### src/rtl/ht_phase_scheduler_if.sv
// Stream bundle between the partitioner outputs, the phase scheduler and the hash-table engine.
// The scheduler takes the master side; the environment (partitioner + engine) takes the slave side.
interface ht_phase_scheduler_if;
    logic        s_build_valid;
    logic        s_build_ready;
    logic [63:0] s_build_data;
    logic [31:0] s_build_hash;
    logic        s_build_last;

    logic        s_probe_valid;
    logic        s_probe_ready;
    logic [63:0] s_probe_data;
    logic [31:0] s_probe_hash;
    logic [63:0] s_probe_serial;
    logic        s_probe_last;

    logic        ht_clear_n;
    logic        ht_build_valid;
    logic [63:0] ht_build_data;
    logic [31:0] ht_build_hash;
    logic        ht_build_ready;
    logic        ht_build_last_processed;

    logic        ht_probe_valid;
    logic [63:0] ht_probe_data;
    logic [31:0] ht_probe_hash;
    logic [63:0] ht_probe_serial;
    logic        ht_probe_ready;
    logic        ht_probe_last_processed;

    logic        ht_out_valid;
    logic        ht_out_ready;
    logic        ht_out_was_joined;
    logic        ht_out_last_processed;

    modport master (
        input  s_build_valid, s_build_data, s_build_hash, s_build_last,
        output s_build_ready,
        input  s_probe_valid, s_probe_data, s_probe_hash, s_probe_serial, s_probe_last,
        output s_probe_ready,
        output ht_clear_n,
        output ht_build_valid, ht_build_data, ht_build_hash, ht_build_last_processed,
        input  ht_build_ready,
        output ht_probe_valid, ht_probe_data, ht_probe_hash, ht_probe_serial,
        output ht_probe_last_processed,
        input  ht_probe_ready,
        input  ht_out_valid, ht_out_ready, ht_out_was_joined, ht_out_last_processed
    );

    modport slave (
        output s_build_valid, s_build_data, s_build_hash, s_build_last,
        input  s_build_ready,
        output s_probe_valid, s_probe_data, s_probe_hash, s_probe_serial, s_probe_last,
        input  s_probe_ready,
        input  ht_clear_n,
        input  ht_build_valid, ht_build_data, ht_build_hash, ht_build_last_processed,
        output ht_build_ready,
        input  ht_probe_valid, ht_probe_data, ht_probe_hash, ht_probe_serial,
        input  ht_probe_last_processed,
        output ht_probe_ready,
        output ht_out_valid, ht_out_ready, ht_out_was_joined, ht_out_last_processed
    );
endinterface

### src/rtl/ht_phase_scheduler.sv
// Walks one hash-table engine through clear/build/probe/drain for each partition of a join run,
// gating the build and probe streams to their own phase and keeping per-run tuple/match totals.
module ht_phase_scheduler #(
    parameter int PART_W       = 8,
    parameter int CLEAR_CYCLES = 2,
    parameter int CNT_W        = 32
) (
    input  logic                  clk,
    input  logic                  resetn,
    input  logic                  start,
    input  logic [PART_W-1:0]     cfg_num_parts,
    ht_phase_scheduler_if.master  bus,
    output logic                  busy,
    output logic                  done,
    output logic [PART_W-1:0]     cur_part,
    output logic [CNT_W-1:0]      build_cnt,
    output logic [CNT_W-1:0]      probe_cnt,
    output logic [CNT_W-1:0]      match_cnt
);

    localparam int CLR_W = (CLEAR_CYCLES > 1) ? $clog2(CLEAR_CYCLES) : 1;

    typedef enum logic [2:0] {
        S_IDLE, S_CLEAR, S_BUILD, S_BUILD_END, S_PROBE, S_DRAIN, S_DONE
    } state_t;

    state_t            state, state_next;
    logic [PART_W-1:0] num_parts;
    logic [CLR_W-1:0]  clr_cnt;
    logic              run_start, part_next, build_fire, probe_fire, match_fire;

    assign bus.ht_build_data   = bus.s_build_data;
    assign bus.ht_build_hash   = bus.s_build_hash;
    assign bus.ht_probe_data   = bus.s_probe_data;
    assign bus.ht_probe_hash   = bus.s_probe_hash;
    assign bus.ht_probe_serial = bus.s_probe_serial;

    // NOTE: sequential state uses non-blocking (<=) so every flop samples pre-edge values.
    always_ff @(posedge clk or negedge resetn) begin
        if (!resetn) state <= S_IDLE;
        else         state <= state_next;
    end

    // NOTE: every output of this block gets a default first, so no path can infer a latch.
    always_comb begin
        state_next                  = state;
        run_start                   = 1'b0;
        part_next                   = 1'b0;
        build_fire                  = 1'b0;
        probe_fire                  = 1'b0;
        busy                        = 1'b1;
        done                        = 1'b0;
        bus.ht_clear_n              = 1'b1;
        bus.s_build_ready           = 1'b0;
        bus.ht_build_valid          = 1'b0;
        bus.ht_build_last_processed = 1'b0;
        bus.s_probe_ready           = 1'b0;
        bus.ht_probe_valid          = 1'b0;
        bus.ht_probe_last_processed = 1'b0;
        case (state)
            S_IDLE: begin
                busy           = 1'b0;
                bus.ht_clear_n = 1'b0;
                if (start) begin
                    run_start  = 1'b1;
                    state_next = (cfg_num_parts == '0) ? S_DONE : S_CLEAR;
                end
            end
            S_CLEAR: begin
                bus.ht_clear_n = 1'b0;
                if (clr_cnt == '0) state_next = S_BUILD;
            end
            S_BUILD: begin
                bus.ht_build_valid = bus.s_build_valid;
                bus.s_build_ready  = bus.ht_build_ready;
                build_fire         = bus.s_build_valid & bus.ht_build_ready;
                if (build_fire && bus.s_build_last) state_next = S_BUILD_END;
            end
            // Last-processed is held until the engine can take it, in case it was still writing.
            S_BUILD_END: begin
                bus.ht_build_last_processed = 1'b1;
                if (bus.ht_build_ready) state_next = S_PROBE;
            end
            S_PROBE: begin
                bus.ht_probe_valid          = bus.s_probe_valid;
                bus.s_probe_ready           = bus.ht_probe_ready;
                bus.ht_probe_last_processed = bus.s_probe_valid & bus.s_probe_last;
                probe_fire                  = bus.s_probe_valid & bus.ht_probe_ready;
                if (probe_fire && bus.s_probe_last) state_next = S_DRAIN;
            end
            S_DRAIN: begin
                if (bus.ht_out_last_processed) begin
                    if (cur_part == num_parts - PART_W'(1)) begin
                        state_next = S_DONE;
                    end else begin
                        part_next  = 1'b1;
                        state_next = S_CLEAR;
                    end
                end
            end
            S_DONE: begin
                busy           = 1'b0;
                done           = 1'b1;
                bus.ht_clear_n = 1'b0;
                state_next     = S_IDLE;
            end
            default: state_next = S_IDLE;
        endcase
    end

    assign match_fire = busy & bus.ht_out_valid & bus.ht_out_ready & bus.ht_out_was_joined;

    always_ff @(posedge clk or negedge resetn) begin
        if (!resetn) begin
            num_parts <= '0;
            cur_part  <= '0;
            clr_cnt   <= '0;
            build_cnt <= '0;
            probe_cnt <= '0;
            match_cnt <= '0;
        end else begin
            if (run_start) begin
                num_parts <= cfg_num_parts;
                cur_part  <= '0;
                build_cnt <= '0;
                probe_cnt <= '0;
                match_cnt <= '0;
            end else begin
                if (build_fire) build_cnt <= build_cnt + CNT_W'(1);
                if (probe_fire) probe_cnt <= probe_cnt + CNT_W'(1);
                if (match_fire) match_cnt <= match_cnt + CNT_W'(1);
                if (part_next)  cur_part  <= cur_part + PART_W'(1);
            end
            if (state_next == S_CLEAR && state != S_CLEAR)
                clr_cnt <= CLR_W'(CLEAR_CYCLES - 1);
            else if (state == S_CLEAR && clr_cnt != '0)
                clr_cnt <= clr_cnt - CLR_W'(1);
        end
    end

endmodule

### src/flat_wrapper.sv
// flat-port wrapper written by rule: the top's interface ports become plain ports
module ht_phase_scheduler_flat 
#(
    parameter int PART_W       = 8,
    parameter int CLEAR_CYCLES = 2,
    parameter int CNT_W        = 32
)
  (clk, resetn, start, cfg_num_parts, busy, done, cur_part, build_cnt, probe_cnt, match_cnt, bus_s_build_valid, bus_s_build_data, bus_s_build_hash, bus_s_build_last, bus_s_build_ready, bus_s_probe_valid, bus_s_probe_data, bus_s_probe_hash, bus_s_probe_serial, bus_s_probe_last, bus_s_probe_ready, bus_ht_clear_n, bus_ht_build_valid, bus_ht_build_data, bus_ht_build_hash, bus_ht_build_last_processed, bus_ht_build_ready, bus_ht_probe_valid, bus_ht_probe_data, bus_ht_probe_hash, bus_ht_probe_serial, bus_ht_probe_last_processed, bus_ht_probe_ready, bus_ht_out_valid, bus_ht_out_ready, bus_ht_out_was_joined, bus_ht_out_last_processed);
  ht_phase_scheduler_if bus_i ();
  input  logic clk;
  input  logic resetn;
  input  logic start;
  input  logic [PART_W-1:0] cfg_num_parts;
  output logic busy;
  output logic done;
  output logic [PART_W-1:0] cur_part;
  output logic [CNT_W-1:0] build_cnt;
  output logic [CNT_W-1:0] probe_cnt;
  output logic [CNT_W-1:0] match_cnt;
  input wire logic [$bits(bus_i.s_build_valid)-1:0] bus_s_build_valid;
  input wire logic [$bits(bus_i.s_build_data)-1:0] bus_s_build_data;
  input wire logic [$bits(bus_i.s_build_hash)-1:0] bus_s_build_hash;
  input wire logic [$bits(bus_i.s_build_last)-1:0] bus_s_build_last;
  output wire logic [$bits(bus_i.s_build_ready)-1:0] bus_s_build_ready;
  input wire logic [$bits(bus_i.s_probe_valid)-1:0] bus_s_probe_valid;
  input wire logic [$bits(bus_i.s_probe_data)-1:0] bus_s_probe_data;
  input wire logic [$bits(bus_i.s_probe_hash)-1:0] bus_s_probe_hash;
  input wire logic [$bits(bus_i.s_probe_serial)-1:0] bus_s_probe_serial;
  input wire logic [$bits(bus_i.s_probe_last)-1:0] bus_s_probe_last;
  output wire logic [$bits(bus_i.s_probe_ready)-1:0] bus_s_probe_ready;
  output wire logic [$bits(bus_i.ht_clear_n)-1:0] bus_ht_clear_n;
  output wire logic [$bits(bus_i.ht_build_valid)-1:0] bus_ht_build_valid;
  output wire logic [$bits(bus_i.ht_build_data)-1:0] bus_ht_build_data;
  output wire logic [$bits(bus_i.ht_build_hash)-1:0] bus_ht_build_hash;
  output wire logic [$bits(bus_i.ht_build_last_processed)-1:0] bus_ht_build_last_processed;
  input wire logic [$bits(bus_i.ht_build_ready)-1:0] bus_ht_build_ready;
  output wire logic [$bits(bus_i.ht_probe_valid)-1:0] bus_ht_probe_valid;
  output wire logic [$bits(bus_i.ht_probe_data)-1:0] bus_ht_probe_data;
  output wire logic [$bits(bus_i.ht_probe_hash)-1:0] bus_ht_probe_hash;
  output wire logic [$bits(bus_i.ht_probe_serial)-1:0] bus_ht_probe_serial;
  output wire logic [$bits(bus_i.ht_probe_last_processed)-1:0] bus_ht_probe_last_processed;
  input wire logic [$bits(bus_i.ht_probe_ready)-1:0] bus_ht_probe_ready;
  input wire logic [$bits(bus_i.ht_out_valid)-1:0] bus_ht_out_valid;
  input wire logic [$bits(bus_i.ht_out_ready)-1:0] bus_ht_out_ready;
  input wire logic [$bits(bus_i.ht_out_was_joined)-1:0] bus_ht_out_was_joined;
  input wire logic [$bits(bus_i.ht_out_last_processed)-1:0] bus_ht_out_last_processed;
  assign bus_i.s_build_valid = bus_s_build_valid;
  assign bus_i.s_build_data = bus_s_build_data;
  assign bus_i.s_build_hash = bus_s_build_hash;
  assign bus_i.s_build_last = bus_s_build_last;
  assign bus_s_build_ready = bus_i.s_build_ready;
  assign bus_i.s_probe_valid = bus_s_probe_valid;
  assign bus_i.s_probe_data = bus_s_probe_data;
  assign bus_i.s_probe_hash = bus_s_probe_hash;
  assign bus_i.s_probe_serial = bus_s_probe_serial;
  assign bus_i.s_probe_last = bus_s_probe_last;
  assign bus_s_probe_ready = bus_i.s_probe_ready;
  assign bus_ht_clear_n = bus_i.ht_clear_n;
  assign bus_ht_build_valid = bus_i.ht_build_valid;
  assign bus_ht_build_data = bus_i.ht_build_data;
  assign bus_ht_build_hash = bus_i.ht_build_hash;
  assign bus_ht_build_last_processed = bus_i.ht_build_last_processed;
  assign bus_i.ht_build_ready = bus_ht_build_ready;
  assign bus_ht_probe_valid = bus_i.ht_probe_valid;
  assign bus_ht_probe_data = bus_i.ht_probe_data;
  assign bus_ht_probe_hash = bus_i.ht_probe_hash;
  assign bus_ht_probe_serial = bus_i.ht_probe_serial;
  assign bus_ht_probe_last_processed = bus_i.ht_probe_last_processed;
  assign bus_i.ht_probe_ready = bus_ht_probe_ready;
  assign bus_i.ht_out_valid = bus_ht_out_valid;
  assign bus_i.ht_out_ready = bus_ht_out_ready;
  assign bus_i.ht_out_was_joined = bus_ht_out_was_joined;
  assign bus_i.ht_out_last_processed = bus_ht_out_last_processed;
  ht_phase_scheduler #(.PART_W(PART_W), .CLEAR_CYCLES(CLEAR_CYCLES), .CNT_W(CNT_W)) u_core (.clk(clk), .resetn(resetn), .start(start), .cfg_num_parts(cfg_num_parts), .bus(bus_i), .busy(busy), .done(done), .cur_part(cur_part), .build_cnt(build_cnt), .probe_cnt(probe_cnt), .match_cnt(match_cnt));
endmodule
### config.mk
export PLATFORM = sky130hd
export DESIGN_NAME = ht_phase_scheduler_flat
export DESIGN_NICKNAME = d
export VERILOG_FILES = /design/src/rtl/ht_phase_scheduler_if.sv /design/src/rtl/ht_phase_scheduler.sv /design/src/flat_wrapper.sv
export SDC_FILE = /design/constraint.sdc
export NUM_CORES = 1
export LEC_CHECK = 0
export ABC_AREA = 1
export BUFFER_PORTS_ARGS = -buffer_cell sky130_fd_sc_hd__buf_2
export CAP_MARGIN = 20
export CORE_AREA = 3 3 250 252
export CTS_CLUSTER_SIZE = 14
export DETAILED_ROUTE_END_ITERATION = 6
export DIE_AREA = 0 0 253 255
export SLEW_MARGIN = 20
export SYNTH_ARGS = -nofsm -noshare
export SYNTH_HDL_FRONTEND = slang
export SYNTH_SLANG_ARGS = --single-unit
### constraint.sdc
create_clock -name clk -period 3 [get_ports clk]
set_input_delay 0.45 -clock clk [delete_from_list [all_inputs] [get_ports clk]]
set_output_delay 0.45 -clock clk [all_outputs]
set_load 0.01 [all_outputs]
Word level (Yosys, flattened, before mapping). Index checks and enable logic that the tools add are counted.

Register bits: 116. Input port bits: 277. Output and inout port bits: 369. Word-level logic and storage cells: 76.

Add/sub/neg operators: 6. Eq/ne operators: 9. Multiplexer cells: 35. Bitwise logic cells: 6. Reductions and logical operators: 13.

Operators by type and width (count): 2-to-1 mux 32 bit (6); adder 32 x 1 -> 32 bit (second input constant) (3); 2-to-1 mux 3 bit (8); 2-to-1 mux 1 bit (18); one-hot mux 3 bit (6 select lines) (1); 2-to-1 mux 8 bit (2); nonzero test 2 bit (5); == test 3 bit (second input constant) (3); adder 8 x 1 -> 8 bit (second input constant) (1); == test 8 bit (1); zero test 8 bit (1); subtractor 8 x 1 -> 8 bit (second input constant) (1); bitwise AND 1 bit (6); == test 3 x 1 -> 1 bit (second input constant) (2); == test 3 x 2 -> 1 bit (second input constant) (2); logical AND 1 bit (4); zero test 3 bit (1); inequality test 3 x 1 -> 1 bit (second input constant) (1); OR reduction 3 bit (1); OR reduction 2 bit (1); subtractor 1 bit (second input constant) (1).

Depth between registers and ports, before layout.
Word-level depth: 8. Depth in mapped cells: 18. Depth with buffers taken out: 18.

Worst setup path before layout. Ideal clock, no wire load.

Kind: register -> register. From: reg u_core.build_cnt[1]. To: reg u_core.build_cnt[24]. Library setup time: 0.119 ns. Arrival: 1.712 ns. Required time: 2.881 ns. Setup slack: 1.168 ns. Stages on the path, launching flop included: 13. Path buffers: 0. Period minus slack after synthesis: 1.832 ns. Cell sequence: dfrtp_1 > ha_1 > nand2_1 > nor3_1 > nand3_4 > nor2_4 > nand3_2 > nor2_4 > nand3_1 > clkinv_1 > nand3_1 > nand2_1 > nor2_1.

Cells in the longest elaborated chain, start to end: 3.

RTL lines: start, declared (line ht_phase_scheduler.sv:16) `output logic [CNT_W-1:0] build_cnt,`; start signal, assigned (line ht_phase_scheduler.sv:129) `if (build_fire) build_cnt <= build_cnt + CNT_W'(1);`; adder 32 x 1 -> 32 bit (line ht_phase_scheduler.sv:129); 2-to-1 mux 32 bit (line ht_phase_scheduler.sv:129); 2-to-1 mux 32 bit (line ht_phase_scheduler.sv:122) `if (run_start) begin`.

Every way passes these cells. The select of a mux whose other input is x is not followed. A chain may end at the register's enable or synchronous reset.

Worst setup path in the final report.
From: reg u_core.state[1]. To: out bus_ht_probe_last_processed.

Cells in the longest elaborated chain, start to end: 2.

RTL lines: start, declared (line ht_phase_scheduler.sv:27) `state_t state, state_next;`; start signal, assigned (line ht_phase_scheduler.sv:41) `else state <= state_next;`; == test 3 bit (line ht_phase_scheduler.sv:60) `case (state)`; 2-to-1 mux 1 bit (line ht_phase_scheduler.sv:60); end, declared (line flat_wrapper.sv:41) `output wire logic [$bits(bus_i.ht_probe_last_processed)-1:0] bus_ht_probe_last_processed;`.

Every way passes these cells.

==> impl_results.md <==
- Root buf cell: clkbuf_16
- Synth cell types: 46
- Avg Inst Size Synth: between 7 and 8 um2
- Sw frac: 39.21%
- Peak VDD IR: between 400 and 500 uV
- Row count: 90
- NetSw: 2.259 mW
- Clock transition at path regs: approximately 60 ps
- Vias: 7264
- Status: complete, no violations
- First-pass GRT wire length: 44740 um
- Gate Count Post-Synth: between 1k and 1.5k
- Routing usage on met2: roughly 14%
- R2R Setup Slk: about 860 ps
- F_max: approximately 430 MHz
- RSZ-0062 raised after global routing: false
- GR peak layer: met2
- Worst setup EP type: output pin
- Hpwl dp: approximately 24000 um
- Slew @ Worst Pin: just over 700 ps
- Post-CTS sizing: 0
- Largest net degree at the start of global routing: 42
- Initial Util: 14.61%
- CTS tree: done
- Most common cell after layout, fill and taps aside: nand2_1
- Final min period: between 2000 and 2500 ps
- Primary FF master, synth: dfrtp_1
- Final ANT Viol Nets: 0
- Pre-CTS worst setup slack: between 700 and 800 ps
- Sequential element share of the synthesized area: between 30% and 40%
- Number of global-route vias before repair: just under 7k
- Worst slew margin: 51.87%
- Dpl cells: about 1.8k
- Cell Count, Final, Fillers Out: 1861
- DRC: 0
- GRT met1 Usage: 10.39%
- Global-route usage over all layers: about a tenth
- Met3 usage in global routing: about 5.3%
- Total negative setup slack: 0 ps
- Post-route clock period utilization: ~77%
- Final WS setup: ~700 ps
- Seq pwr share: a little over a third
- Leak Pwr: between 4 and 5 nW
- Initial antenna violation count: 1
- Mapped Nets: roughly 1.5k
- Setup-failing EPs final: 0
- Port Buffers: 133
- DR pass1 iterations: 5
- Core footprint: a little over 60000 um2
- Combinational share of power: between 20% and 30%
- Worst hold slack: approximately 240 ps
- Worst-path cell chain: nor3_2 -> inv_1 -> nor2_1 -> buf_2
- Max FO, Critical Path: 6
- Chip Width: ~250 um
- Via/cell ratio: about 3.9
- Share of layout cells above drive strength 1: approximately a fifth
- Die Footprint: 64520 um2
- Number of synthesized flops with an enable pin: 0
- Routability-driven placement congestion ratio: around 0.83
- #FFs+latches synth: 116
- Clock latency on the worst-skew pair: roughly 470 ps
- CTS buffer count: 17
- Synth Cell Area: 8821 um2
- Arr. time, crit path: 1870 ps
- Clk_skew: between 15 and 20 ps
- Yosys Warn Count: 0
- Async set-or-reset flop fraction in the synthesized netlist: 100.0%
- CP Class: reg2out
- Max clock buf depth: 2
- Final wirelength: ~31000 um
- 1st-iter DRT viols: 503
- Layout area overhead: 3.844%
- Avg WL per Cell: about 17 um
- P_int: 3.503 mW
- Slowest stage delay, CP: 460 ps
- Critical Path Source Type: register
- Antenna diodes: 0
- HP Class: in2reg
- Clock Power Share: roughly 36%
- # nets final: around 1.3k
- Max-cap violations: 0
- Commonest cells after routing, fill and taps aside: 195 x nand2_1, 132 x buf_2, 130 x inv_1
- Fin. max-slew vios: 0
- Gr ovfl total: 0
- Setup Fix Bufs, Post-CTS: 0
- Required @ worst endpoint: between 2000 and 3000 ps
- Slowest stage cell, crit path: dfrtp_1
- Sink Count: between 100 and 150
- Die span in y: roughly 260 um
- H-tree Lvls: 4
- Final Hold Vio Count: 0
- IO Pins: about 650
- Cell Pwr Density: around 630 nW/um2
## critical path: cells and delay by family (launching register included)
family | cells | cell delay [ps]
AND/OR/NAND/NOR | 2 | 590
flip-flops | 1 | 460
buffers and inverters | 2 | 370
## repair_timing
action                                 in CTS  in global routing
setup endpoints to repair                   0                  0
hold buffers                                1                  0
endpoints found under the hold margin      17                  0
## synth_stat cells, types with 7 or more instances
| cell | number | area [um2] |
|---|---|---|
| a21oi_1 | 60 | 300.3 |
| clkbuf_1 | 7 | 26.28 |
| nor3_1 | 52 | 260.3 |
| xor2_1 | 17 | 148.9 |
| dfrtp_1 | 116 | 2903 |
| nand3_1 | 54 | 270.3 |
| buf_4 | 256 | 1922 |
| nor2_2 | 7 | 43.79 |
| nand2_1 | 196 | 735.7 |
| inv_2 | 7 | 26.28 |
| inv_1 | 130 | 488.0 |
| nand4_1 | 27 | 168.9 |
| o31ai_1 | 9 | 67.56 |
| nor4_1 | 10 | 62.56 |
| o21ai_0 | 57 | 285.3 |
| nor2_1 | 82 | 307.8 |
| nor2_4 | 7 | 78.83 |
## cell type report
class / instances / area, um2
inverters: 143 / 539.3
clock buffers: 19 / 442.9
repair buffers: 142 / 750.7
clock inverters: 12 / 132.6
multi-input cells: 647 / 3413
flip-flops and latches: 116 / 2903
well taps: 782 / 978.4
fillers: 6948 / 51200
## state kept, by name (all words and copies together), names as in the netlist
| register | cells |
|---|---|
| u_core.match_cnt | 32 |
| u_core.build_cnt | 32 |
| u_core.cur_part | 8 |
| u_core.num_parts | 8 |
| u_core.probe_cnt | 32 |
| u_core.clr_cnt | 1 |
| u_core.state | 3 |
## metal layers
layer  up-vias  wire, um
met5         -         0
met4         0      2005
met3       165      3969
met2       444     13400
met1      3309     11690
li1       3346         -
## path summary, 6_finish.rpt
check                      cells after the start                          endpoint                        from
max in group asynchronous                      3   u_core.match_cnt[3]$_DFFE_PN0P_                      resetn
hold reg to reg                                2        u_core.clr_cnt$_DFFE_PN0P_  u_core.clr_cnt$_DFFE_PN0P_
hold / removal                                 3   u_core.num_parts[3]$_DFFE_PN0P_            cfg_num_parts[3]
min in group asynchronous                      2  u_core.build_cnt[14]$_DFFE_PN0P_                      resetn
setup / recovery                               4       bus_ht_probe_last_processed   u_core.state[1]$_DFF_PN0_
setup reg to reg                               8  u_core.build_cnt[11]$_DFFE_PN0P_   u_core.state[2]$_DFF_PN0_
## stage by stage
| stage | util [%] | area [um2] | total power, mW |
|---|---|---|---|
| after CTS | 15.18 | 9160 | 5.900 |
| final | 15.18 | 9160 | 5.762 |
| after floorplan | - | 8821 | 3.383 |
| after global placement | 14.20 | 8569 | 3.745 |
| after global routing | 15.18 | 9160 | 6.197 |
| after detailed placement | 14.21 | 8574 | 3.761 |
## logic make-up after synthesis
| family | after synthesis | synth area share [%] |
|---|---|---|
| XOR/XNOR | 21 | 2.085 |
| AND/OR/NAND/NOR | 469 | 26.17 |
| adder cells (fa/ha/maj) | 5 | 0.7092 |
| flip-flops | 116 | 32.91 |
| multiplexers | 1 | 0.1135 |
| buffers and inverters | 412 | 28.54 |
| AO/OA/AOI/OAI | 151 | 9.475 |
## power groups by stage
stage,registers [mW],clock network [mW],logic [mW]
2_1_floorplan,2.01,0,1.37
3_3_place_gp,2.03,0,1.71
3_5_place_dp,2.03,0,1.73
4_1_cts,2.00,2.16,1.74
5_1_grt,2.04,2.23,1.93
6_report,2.01,2.08,1.68
Note: power is estimated with default switching activity, not from simulation.
